File: config.mk
export PLATFORM = sky130hd
export DESIGN_NAME = instr_fetch
export DESIGN_NICKNAME = d
export VERILOG_FILES = /design/src/rtl/instr_fetch_pkg.sv /design/src/rtl/instr_fetch.sv
export SDC_FILE = /design/constraint.sdc
export NUM_CORES = 1
export LEC_CHECK = 0
export ABC_AREA = 0
export CAP_MARGIN = 15
export CORE_UTILIZATION = 50
export CTS_CLUSTER_DIAMETER = 80
export DETAILED_ROUTE_END_ITERATION = 7
export DONT_BUFFER_PORTS = 1
export PLACE_DENSITY = 0.73
export SYNTH_ARGS = -nofsm -noshare
export SYNTH_HDL_FRONTEND = slang
export SYNTH_SLANG_ARGS = --single-unit
File: constraint.sdc
create_clock -name clk -period 5.5 [get_ports clk]
set_clock_uncertainty 0.1 [all_clocks]
set_input_delay 1.375 -clock clk [delete_from_list [all_inputs] [get_ports clk]]
set_output_delay 1.375 -clock clk [all_outputs]
set_load 0.02 [all_outputs]
File: src/rtl/instr_fetch_pkg.sv
// Shared constants and types for the instruction fetch stage.
package instr_fetch_pkg;

  localparam logic [31:0] NOP              = 32'h0000_0013;  // addi x0,x0,0
  localparam logic [31:0] DEFAULT_RESET_PC = 32'h0000_0000;

  typedef enum logic {
    RUN    = 1'b0,
    HALTED = 1'b1
  } fetch_state_t;

endpackage

File: src/rtl/instr_fetch.sv
// Instruction fetch stage: drives a 1-cycle synchronous instruction memory
// and produces the registered IF/ID instruction, its PC and a bubble flag.
module instr_fetch
  import instr_fetch_pkg::*;
#(
  parameter logic [31:0] RESET_PC = DEFAULT_RESET_PC
) (
  input  logic        clk,
  input  logic        rst,
  output logic [31:0] imem_addr,
  output logic        imem_en,
  input  logic [31:0] imem_rdata,
  input  logic        stall,
  input  logic        redirect,
  input  logic [31:0] redirect_pc,
  input  logic        hlt,
  output logic [31:0] instruction,
  output logic [31:0] pc_out,
  output logic        bubble,
  output logic        halted
);

  fetch_state_t state_q, state_d;
  logic [31:0]  fpc_q, fpc_d;
  logic [31:0]  pend_pc_q, pend_pc_d;
  logic         pend_valid_q, pend_valid_d;
  logic [31:0]  instr_q, instr_d;
  logic [31:0]  pc_out_q, pc_out_d;
  logic         bubble_q, bubble_d;

  // Targets are word aligned; the low two bits of redirect_pc are dropped.
  logic redirect_lsb_unused;
  assign redirect_lsb_unused = ^redirect_pc[1:0];

  always_comb begin
    // NOTE: every next-state signal gets a hold default first, so no path
    // through the branches below can leave one unassigned and infer a latch.
    state_d      = state_q;
    fpc_d        = fpc_q;
    pend_pc_d    = pend_pc_q;
    pend_valid_d = pend_valid_q;
    instr_d      = instr_q;
    pc_out_d     = pc_out_q;
    bubble_d     = bubble_q;

    if (redirect) begin
      state_d      = RUN;
      fpc_d        = {redirect_pc[31:2], 2'b00};
      pend_valid_d = 1'b0;
      instr_d      = NOP;
      bubble_d     = 1'b1;
    end else if (state_q == RUN) begin
      if (hlt) begin
        state_d      = HALTED;
        pend_valid_d = 1'b0;
        instr_d      = NOP;
        bubble_d     = 1'b1;
      end else if (!stall) begin
        // The word for pend_pc arrives this cycle; fpc is being read now.
        instr_d      = pend_valid_q ? imem_rdata : NOP;
        pc_out_d     = pend_pc_q;
        bubble_d     = ~pend_valid_q;
        pend_pc_d    = fpc_q;
        pend_valid_d = 1'b1;
        fpc_d        = fpc_q + 32'd4;
      end
    end
  end

  // NOTE: state registers use non-blocking assignments so every flop samples
  // the pre-edge values of the others, independent of statement order.
  always_ff @(posedge clk) begin
    if (rst) begin
      state_q      <= RUN;
      fpc_q        <= RESET_PC;
      pend_pc_q    <= RESET_PC;
      pend_valid_q <= 1'b0;
      instr_q      <= NOP;
      pc_out_q     <= RESET_PC;
      bubble_q     <= 1'b1;
    end else begin
      state_q      <= state_d;
      fpc_q        <= fpc_d;
      pend_pc_q    <= pend_pc_d;
      pend_valid_q <= pend_valid_d;
      instr_q      <= instr_d;
      pc_out_q     <= pc_out_d;
      bubble_q     <= bubble_d;
    end
  end

  // Memory holds its output while disabled, which keeps the pending word alive.
  assign imem_en     = (state_q == RUN) & ~stall & ~rst;
  assign imem_addr   = fpc_q;
  assign instruction = instr_q;
  assign pc_out      = pc_out_q;
  assign bubble      = bubble_q;
  assign halted      = (state_q == HALTED);

endmodule

==> flow_summary.ini, run 1 <==
[floorplan]
design.core.area_mm2 = 0.009910
ioPinCount = 168
row_count = 36
start_util_pct = 52.34
die_x_um = 103.8
die_height_um = 103.8
dieArea_mm2 = 0.01078

[cts]
clk_pin_slew_worst_paths_ns = 0.06
clockBufferDepth = 2
cts_max_level = 4
clock-root-buffer = clkbuf_8
clock-sinks = 125
numCtsBuffers = 17
cts_resized = 0
postCtsSetupBuffers = 0
postCtsHoldBufs = 0
cts_tree = done
clock_latency_ns = 0.51

[power]
total_leakage_power_nw = 1.858
switchingPower_uw = 519.9
vdd_drop_max_mv = 0.1852
seqPwrFrac_pct = 44.9
power_density_mw_per_mm2 = 380.2
sw_frac_of_total_pct = 23.69
p_int_mw = 1.675
clkPwrFrac_pct = 51.1
combPwrFrac_pct = 4.0

[placed_design]
gp_congestion = 0.8280
place_hpwl_um = 8745
io_buffers = 0
place_area_mm2 = 0.005156

[worst_setup_path]
critPathSlowestCell = nor3_1
critPathTopFamily = simple AND/OR/NAND/NOR gates
reg2reg_depth = 4
start_kind = primary input
r2r_end = imem_addr[19]
slowest_delay_ns = 0.53
r2r-start = imem_addr[5]
startpoint = rst
critPathBufInv = 0
worstSetupPathType = primary input to output port
crit_chain = nor3_1
reg2reg_slack_ns = 2.69
end_kind = output port
cp_max_fo = 87
required_ns = 4.03
cp.arrival_ns = 1.93

[routing]
wire_per_inst_um = 16.85
vias = 4556
vias_per_cell = 5.909
firstDrtPassIters = 5
detail-route-antenna-nets = 0
post-route-drc-count = 0
drt-total-wl_um = 12990
drt_iter0_markers = 263

[global_route]
grt_pass1_vias = 4451
grt_max_degree = 88
grt_first_pass_wirelength_um = 21000
grt-ovfl-total = 0
grt_usage_pct = 24.18
grt_antenna_before_repair = 0

[timing]
slew_headroom_pct = 25.23
setup_viol = 0
rsz0062_at_grt = false
period_minus_slack_ns = 3.404
drv_slew = 0
fmax_mhz = 293.8
worst_pin_slew_ns = 1.116
final_hold_viol_count = 0
finalCritPeriodShare_pct = 61.88
finalSetupTns_ns = 0

[logic_synthesis]
yosysWarnings = 0
synth_xor_area_share_pct = 1.520
synth.distinct_cells = 50
synth-seq-cells = 125
synthAdderAreaFrac_pct = 0.2413
synth_mux_area_share_pct = 0
syn_area_mm2 = 0.005186
synth_simple_gate_area_share_pct = 27.41
synthCells = 655
synth_compound_area_share_pct = 17.39
ys_seq_area_share_pct = 48.25
syn_area_per_cell_um2 = 7.918
synth_top_family_by_area = simple AND/OR/NAND/NOR gates

[worst_hold_path]
hold_path_class = register to register
hold_path_depth = 2
hold_end = pc_out[14]
hold_start = pend_pc_q[14]

[run]
drv_cap = 0

[final_layout]
antennaDiodeCount = 0
layout-drive-gt1-share_pct = 6.897
areaGrowthSynthToFinish_pct = 11.31
final_nets = 695
fin_area_mm2 = 0.005773
utilization_pct = 58.26

[outcome]
status = completed
## placed cells by master, fill, tap and decap left out, drive strengths merged, types with 4 or more instances in the layout
cell type,netlist,layout
nor3,9,9
nor2,30,30
conb,1,4
a211oi,7,7
or4,6,6
clkbuf,45,20
inv,7,10
and3,11,11
nand3,38,38
nand2,170,170
xor2,5,5
nor4,6,6
a21oi,91,91
dfxtp,125,125
xnor2,4,4
clkinvlp,0,4
o31ai,5,5
o21ai,12,12
or3,10,10
nand4,16,16
a311oi,10,10
## power by group through the flow
stage          sequential, mW  combinational (mW)  clock (mW)
2_1_floorplan           0.989              0.0888           0
3_3_place_gp             1.00              0.0820           0
3_5_place_dp             1.00              0.0859           0
4_1_cts                 0.985              0.0866        1.14
5_1_grt                 0.989              0.0992        1.19
6_report                0.985              0.0878        1.12
## through the flow
| step | hold slack (ns) | setup slack, ns | std cells | total power [mW] |
|---|---|---|---|---|
| after floorplan | 0.3321 | 1.810 | 658 | 1.077 |
| after global placement | 0.3331 | 2.055 | 738 | 1.086 |
| after detailed placement | 0.3391 | 2.012 | 738 | 1.091 |
| after CTS | 0.3465 | 2.095 | 770 | 2.214 |
| after global routing | 0.3609 | 2.068 | 771 | 2.273 |
| final | 0.3494 | 2.096 | 771 | 2.195 |
## sequential cells by signal, summed over array words and instances (netlist names)
register      count
instruction      32
pc_out           30
imem_addr        30
pend_pc_q        30
halted            1
pend_valid_q      1
bubble            1
## logic make-up after synthesis
kind of cell    Yosys count
fa+ha+maj                 1
compound gates          147
simple gates            310
flops                   125
buf+inv                  62
xor+xnor                  9
other cells               1
## routing by layer
layer | track usage [%] | vias to the layer above | wire [µm]
li1 | - | 2227 | -
met5 | 0 | - | 0
met3 | 9.251 | 26 | 1261
met4 | 11.22 | 0 | 309
met1 | 27.53 | 2121 | 5160
met2 | 39.95 | 182 | 6260
## worst max path at each step
| stage | depth (start not counted) | to |
|---|---|---|
| after floorplan | 3 | imem_en |
| after global placement | 1 | imem_en |
| after detailed placement | 4 | pend_pc_q[2] |
| after CTS | 1 | imem_en |
| after global routing | 1 | imem_en |
| final | 1 | imem_en |
## area by class of cell
type / instances / area [µm²]
Tap cell: 133 / 166.4
Multi-Input combinational cell: 471 / 2446
Clock inverter: 12 / 160.2
Sequential cell: 125 / 2502
Clock buffer: 20 / 445.4
Inverter: 7 / 26.28
Timing Repair Buffer: 3 / 26.28
Fill cell: 882 / 4136
## Yosys cell counts (all sizes together)
library cell	instances	share of area, %
and3	11	1.3
or4	6	0.94
inv	7	0.51
o211a	2	0.39
nor4b	3	0.51
o21ai	12	1.2
clkbuf	45	3.3
and4b	1	0.19
o221a	1	0.22
o31ai	5	0.72
nor3b	1	0.14
nand3	38	3.7
a221oi	1	0.17
a311oi	10	1.7
o31a	2	0.34
or2	1	0.12
xnor2	4	0.68
a21o	1	0.14
nor2b	2	0.24
or3	10	1.2
xor2	5	0.84
and4	3	0.51
or4b	1	0.19
and2	2	0.24
a2111oi	3	0.63
nand4	16	1.9
nor3	9	0.87
a211oi	7	1.0
o2111ai	1	0.17
buf	10	1.3
a311o	3	0.58
conb	1	0.072
a21oi	91	8.8
dfxtp	125	48
nor4	6	0.84
nor2	30	2.2
o211ai	3	0.43
ha	1	0.24
o2111a	3	0.65
o21a	1	0.14
a32oi	1	0.17
nand2	170	12
## tightest hold or removal path, stage by stage, from the launching register on
cell	delay, ns
dfxtp_1	0.31
nand2_1	0.05
a21oi_1	0.05
Power figures use the tool's default switching activity.
==> run 2, diff against run 1 <==
Settings changed: PLACE_DENSITY 0.73 to 0.76.
Clock period 5.5 ns to 3 ns, I/O delays scaled along.
==> run 2 against run 1 <==
Global-route usage rose by 0.82 points. Register-to-register slack got worse by 2.1 ns. Die area did not move. Core utilization rose by 0.61 points. Cell count rose by 2.3%. Largest power group unchanged. Sequential cell count did not move. Via count rose by 2.4%. Critical endpoint unchanged. Critical path type is now register to output port.
==> flow_summary.ini, run 2 (synthesis results as in run 1) <==
[outcome]
status = completed

[timing]
finalCritPeriodShare_pct = 82.68
worst_pin_slew_ns = 0.8339
drv_slew = 0
fmax_mhz = 403.2
rsz0062_at_grt = false
finalSetupTns_ns = 0
slew_headroom_pct = 43.98
period_minus_slack_ns = 2.480
setup_viol = 0
worst_slack_ns = 0.5198
final_hold_viol_count = 0

[cts]
clock-root-buffer = clkbuf_8
clockBufferDepth = 2
clock-sinks = 125
cts_resized = 0
cts_max_level = 4
postCtsHoldBufs = 0
cts_tree = done
clock_latency_ns = 0.52
postCtsSetupBuffers = 0
clk_pin_slew_worst_paths_ns = 0.06
numCtsBuffers = 17

[power]
total_leakage_power_nw = 1.913
total_power_mw = 3.803
power_density_mw_per_mm2 = 651.9
vdd_drop_max_mv = 0.3007

[final_layout]
largest_reg_flops = 32
layout-drive-gt1-share_pct = 9.604
fillers = 887
antennaDiodeCount = 0
layout_commonest_cell = nand2_1
mostFrequentLayoutCells = nand2_1 (169), dfxtp_1 (125), a21oi_1 (90), nand3_1 (38), nor2_1 (29)
final_nets = 713
areaGrowthSynthToFinish_pct = 12.47

[floorplan]
design.core.area_mm2 = 0.009910
ioPinCount = 168
die_x_um = 103.8
die_height_um = 103.8
dieArea_mm2 = 0.01078
row_count = 36
start_util_pct = 52.34

[worst_hold_path]
hold_path_class = primary input to register
hold_start = rst

[worst_setup_path]
cp.arrival_ns = 1.63
crit_end = imem_en
r2r-start = imem_addr[2]
reg2reg_depth = 5
end_kind = output port
required_ns = 2.15
startpoint = halted
cp_max_fo = 9
reg2reg_slack_ns = 0.57
start_kind = register
worstSetupPathType = register to output port
r2r_end = imem_addr[22]

[global_route]
grt_usage_pct = 25.01
grt_antenna_before_repair = 0
grt_max_degree = 88
grt_pass1_vias = 4431
grt_first_pass_wirelength_um = 21670
grt-ovfl-total = 0

[routing]
vias = 4664
drt-total-wl_um = 13300
drt_iter0_markers = 353
vias_per_cell = 5.911
detail-route-antenna-nets = 0
wire_per_inst_um = 16.85
firstDrtPassIters = 5
post-route-drc-count = 0

[placed_design]
dp_slack_ns = 0.4066
gp_congestion = 0.7940
place_hpwl_um = 8930
io_buffers = 0

[run]
drv_cap = 0
-- run 2: critical path, stage by stage (launching register included) --
cell	delay (ns)
dfxtp_1	0.30
buf_4	0.18
nor3_1	0.62
-- run 2: through the flow --
stage	instances	utilization (%)	cell area, µm²	hold slack (ns)
after floorplan	658	-	5197	0.3321
after global placement	757	53.47	5299	0.3318
after detailed placement	757	53.47	5299	0.3401
after CTS	789	58.86	5833	0.1873
after global routing	789	58.86	5833	0.1870
final	789	58.86	5833	0.2408
-- run 2: final cells by class --
| cell class | instances | area (µm²) | area share, % |
|---|---|---|---|
| Multi-Input combinational cell | 471 | 2446 | 41.93 |
| Inverter | 7 | 26.28 | 0.4505 |
| Timing Repair Buffer | 21 | 157.7 | 2.703 |
| Clock buffer | 19 | 441.7 | 7.572 |
| Clock inverter | 13 | 92.59 | 1.587 |
| Tap cell | 133 | 166.4 | 2.853 |
| Sequential cell | 125 | 2502 | 42.90 |
-- run 2: layer usage --
layer,GRT usage (%),routed length [µm]
met1,30.37,5483
met2,39.62,6177
met3,8.496,1245
met4,11.94,391
met5,0,0
-- run 2: worst min path at each step --
stage | endpoint | slack [ns] | depth (start not counted)
final | pc_out[4] | 0.24 | 1
after global routing | pend_pc_q[25] | 0.19 | 1
after CTS | imem_addr[23] | 0.19 | 1
after detailed placement | pc_out[18] | 0.34 | 2
after global placement | pc_out[14] | 0.33 | 2
after floorplan | pc_out[10] | 0.33 | 2
-- run 2: power by group --
part | switching (mW) | total, mW | internal, mW
sequential | 0.0870 | 1.79 | 1.70
clock | 0.758 | 1.81 | 1.06
combinational | 0.130 | 0.200 | 0.0699
total | 0.975 | 3.80 | 2.83
==> run 3, diff against run 2 <==
Settings changed: PLACE_DENSITY 0.76 to 0.73.
Clock period 3 ns to 2.4 ns, I/O delays scaled along.
==> run 3 against run 2 <==
Sequential cell count did not move. Worst hold slack lost 0.18 ns. Via count rose by 1.2%. Sequential share of layout area shrank 1.7 points. Power up 34%. First-iteration DRC count fell by 9.9%. Non-clock buffer count is 19 higher. Core utilization grew 2.4 points. Clock power increased by 43%. Routed wire length hardly changed. Critical path depth rose by 1. Global-route usage fell by 0.24 points. Critical path type unchanged.
==> flow_summary.ini, run 3 (synthesis results as in run 1) <==
[outcome]
status = completed

[timing]
rsz0062_at_grt = false
finalSetupTns_ns = 0
whs_ns = 0.05934
setup_viol = 0
fmax_mhz = 480.9
finalCritPeriodShare_pct = 86.64
period_minus_slack_ns = 2.079
drv_slew = 0
final_hold_viol_count = 0

[routing]
drt_iter0_markers = 318
vias = 4722
vias_per_cell = 5.844
drt-total-wl_um = 13280
firstDrtPassIters = 5
wire_per_inst_um = 16.44
post-route-drc-count = 0
detail-route-antenna-nets = 0

[final_layout]
layout_commonest_cell = nand2_1
final_nets = 732
fillers = 913
largest_reg_flops = 32
fin_area_mm2 = 0.006073
mostFrequentLayoutCells = nand2_1 (169), dfxtp_1 (125), a21oi_1 (90), nand3_1 (38), buf_4 (38)
fin_cells = 808
antennaDiodeCount = 0
areaGrowthSynthToFinish_pct = 17.10
layout-drive-gt1-share_pct = 12.15

[worst_setup_path]
required_ns = 1.70
start_kind = register
worstSetupPathType = register to output port
cp_max_fo = 9
end_kind = output port
r2r-start = halted
startpoint = halted
cp.arrival_ns = 1.38
reg2reg_depth = 4

[cts]
numCtsBuffers = 17
cts_tree = done
cts_resized = 0
cts_max_level = 4
postCtsHoldBufs = 0
clock_latency_ns = 0.52
clk_pin_slew_worst_paths_ns = 0.06
clock-sinks = 125
postCtsSetupBuffers = 0
clock-root-buffer = clkbuf_8
clockBufferDepth = 2

[power]
clkPwrFrac_pct = 50.7
combPwrFrac_pct = 6.4
switchingPower_mw = 1.221
total_leakage_power_nw = 2.054
p_int_mw = 3.878
sw_frac_of_total_pct = 23.94
total_power_mw = 5.099
power_density_mw_per_mm2 = 839.6
seqPwrFrac_pct = 42.9
vdd_drop_max_mv = 0.4674

[placed_design]
place_inst = 776
place_area_mm2 = 0.005466
place_hpwl_um = 9109
io_buffers = 0
gp_congestion = 0.8485

[floorplan]
start_util_pct = 52.34
die_x_um = 103.8
row_count = 36
dieArea_mm2 = 0.01078
ioPinCount = 168
design.core.area_mm2 = 0.009910
die_height_um = 103.8

[worst_hold_path]
hold_path_class = primary input to register
hold_start = rst
hold_path_depth = 1

[global_route]
grt_first_pass_wirelength_um = 21470
grt_util_met2_pct = 39.90
met1_usage_pct = 29.49
grt_pass1_vias = 4448
grt_antenna_before_repair = 0
busiest_layer = met2
grt_max_degree = 88
use_met3_pct = 8.811
grt-ovfl-total = 0
grt_usage_pct = 24.76

[run]
drv_cap = 0
## run 3: worst paths after layout
path	end	slack, ns
setup reg to reg	imem_addr[22]	0.33
hold / removal	imem_addr[23]	0.06
hold reg to reg	pc_out[30]	0.34
setup / recovery	imem_en	0.32
## run 3: routing by layer
metal | vias to the layer above | share of wire [%]
met4 | 0 | 2.6
met5 | - | 0
li1 | 2301 | -
met1 | 2200 | 42
met2 | 193 | 47
met3 | 28 | 8.4
## run 3: critical path: stages (launching register included)
cell,delay (ns)
dfxtp_1,0.30
buf_4,0.18
nor3_1,0.20
buf_4,0.18
## run 3: final cells by class
cell class | instances | area [µm²] | share of cell area, %
clock buffer | 19 | 441.7 | 7.272
inverter | 7 | 26.28 | 0.4326
multi-input combinational | 471 | 2446 | 40.28
tap | 133 | 166.4 | 2.740
clock inverter | 13 | 165.2 | 2.719
sequential | 125 | 2502 | 41.20
timing repair buffer | 40 | 325.3 | 5.356
## run 3: power by group through the flow
| stage | Sequential (mW) | Clock, mW | Combinational, mW |
|---|---|---|---|
| 3_5_place_dp | 2.23 | 0 | 0.324 |
| 4_1_cts | 2.19 | 2.62 | 0.325 |
| 5_1_grt | 2.20 | 2.73 | 0.355 |
| 6_report | 2.19 | 2.58 | 0.325 |
| 3_3_place_gp | 2.23 | 0 | 0.315 |
| 2_1_floorplan | 2.27 | 0 | 0.205 |
## run 3: per-stage QoR
stage,utilization (%),setup slack (ns)
3_5_place_dp,55.16,0.02062
6_report,61.29,0.3207
3_3_place_gp,55.16,0.04623
5_1_grt,61.29,0.1678
4_1_cts,61.29,0.2977
2_1_floorplan,-,-0.02094
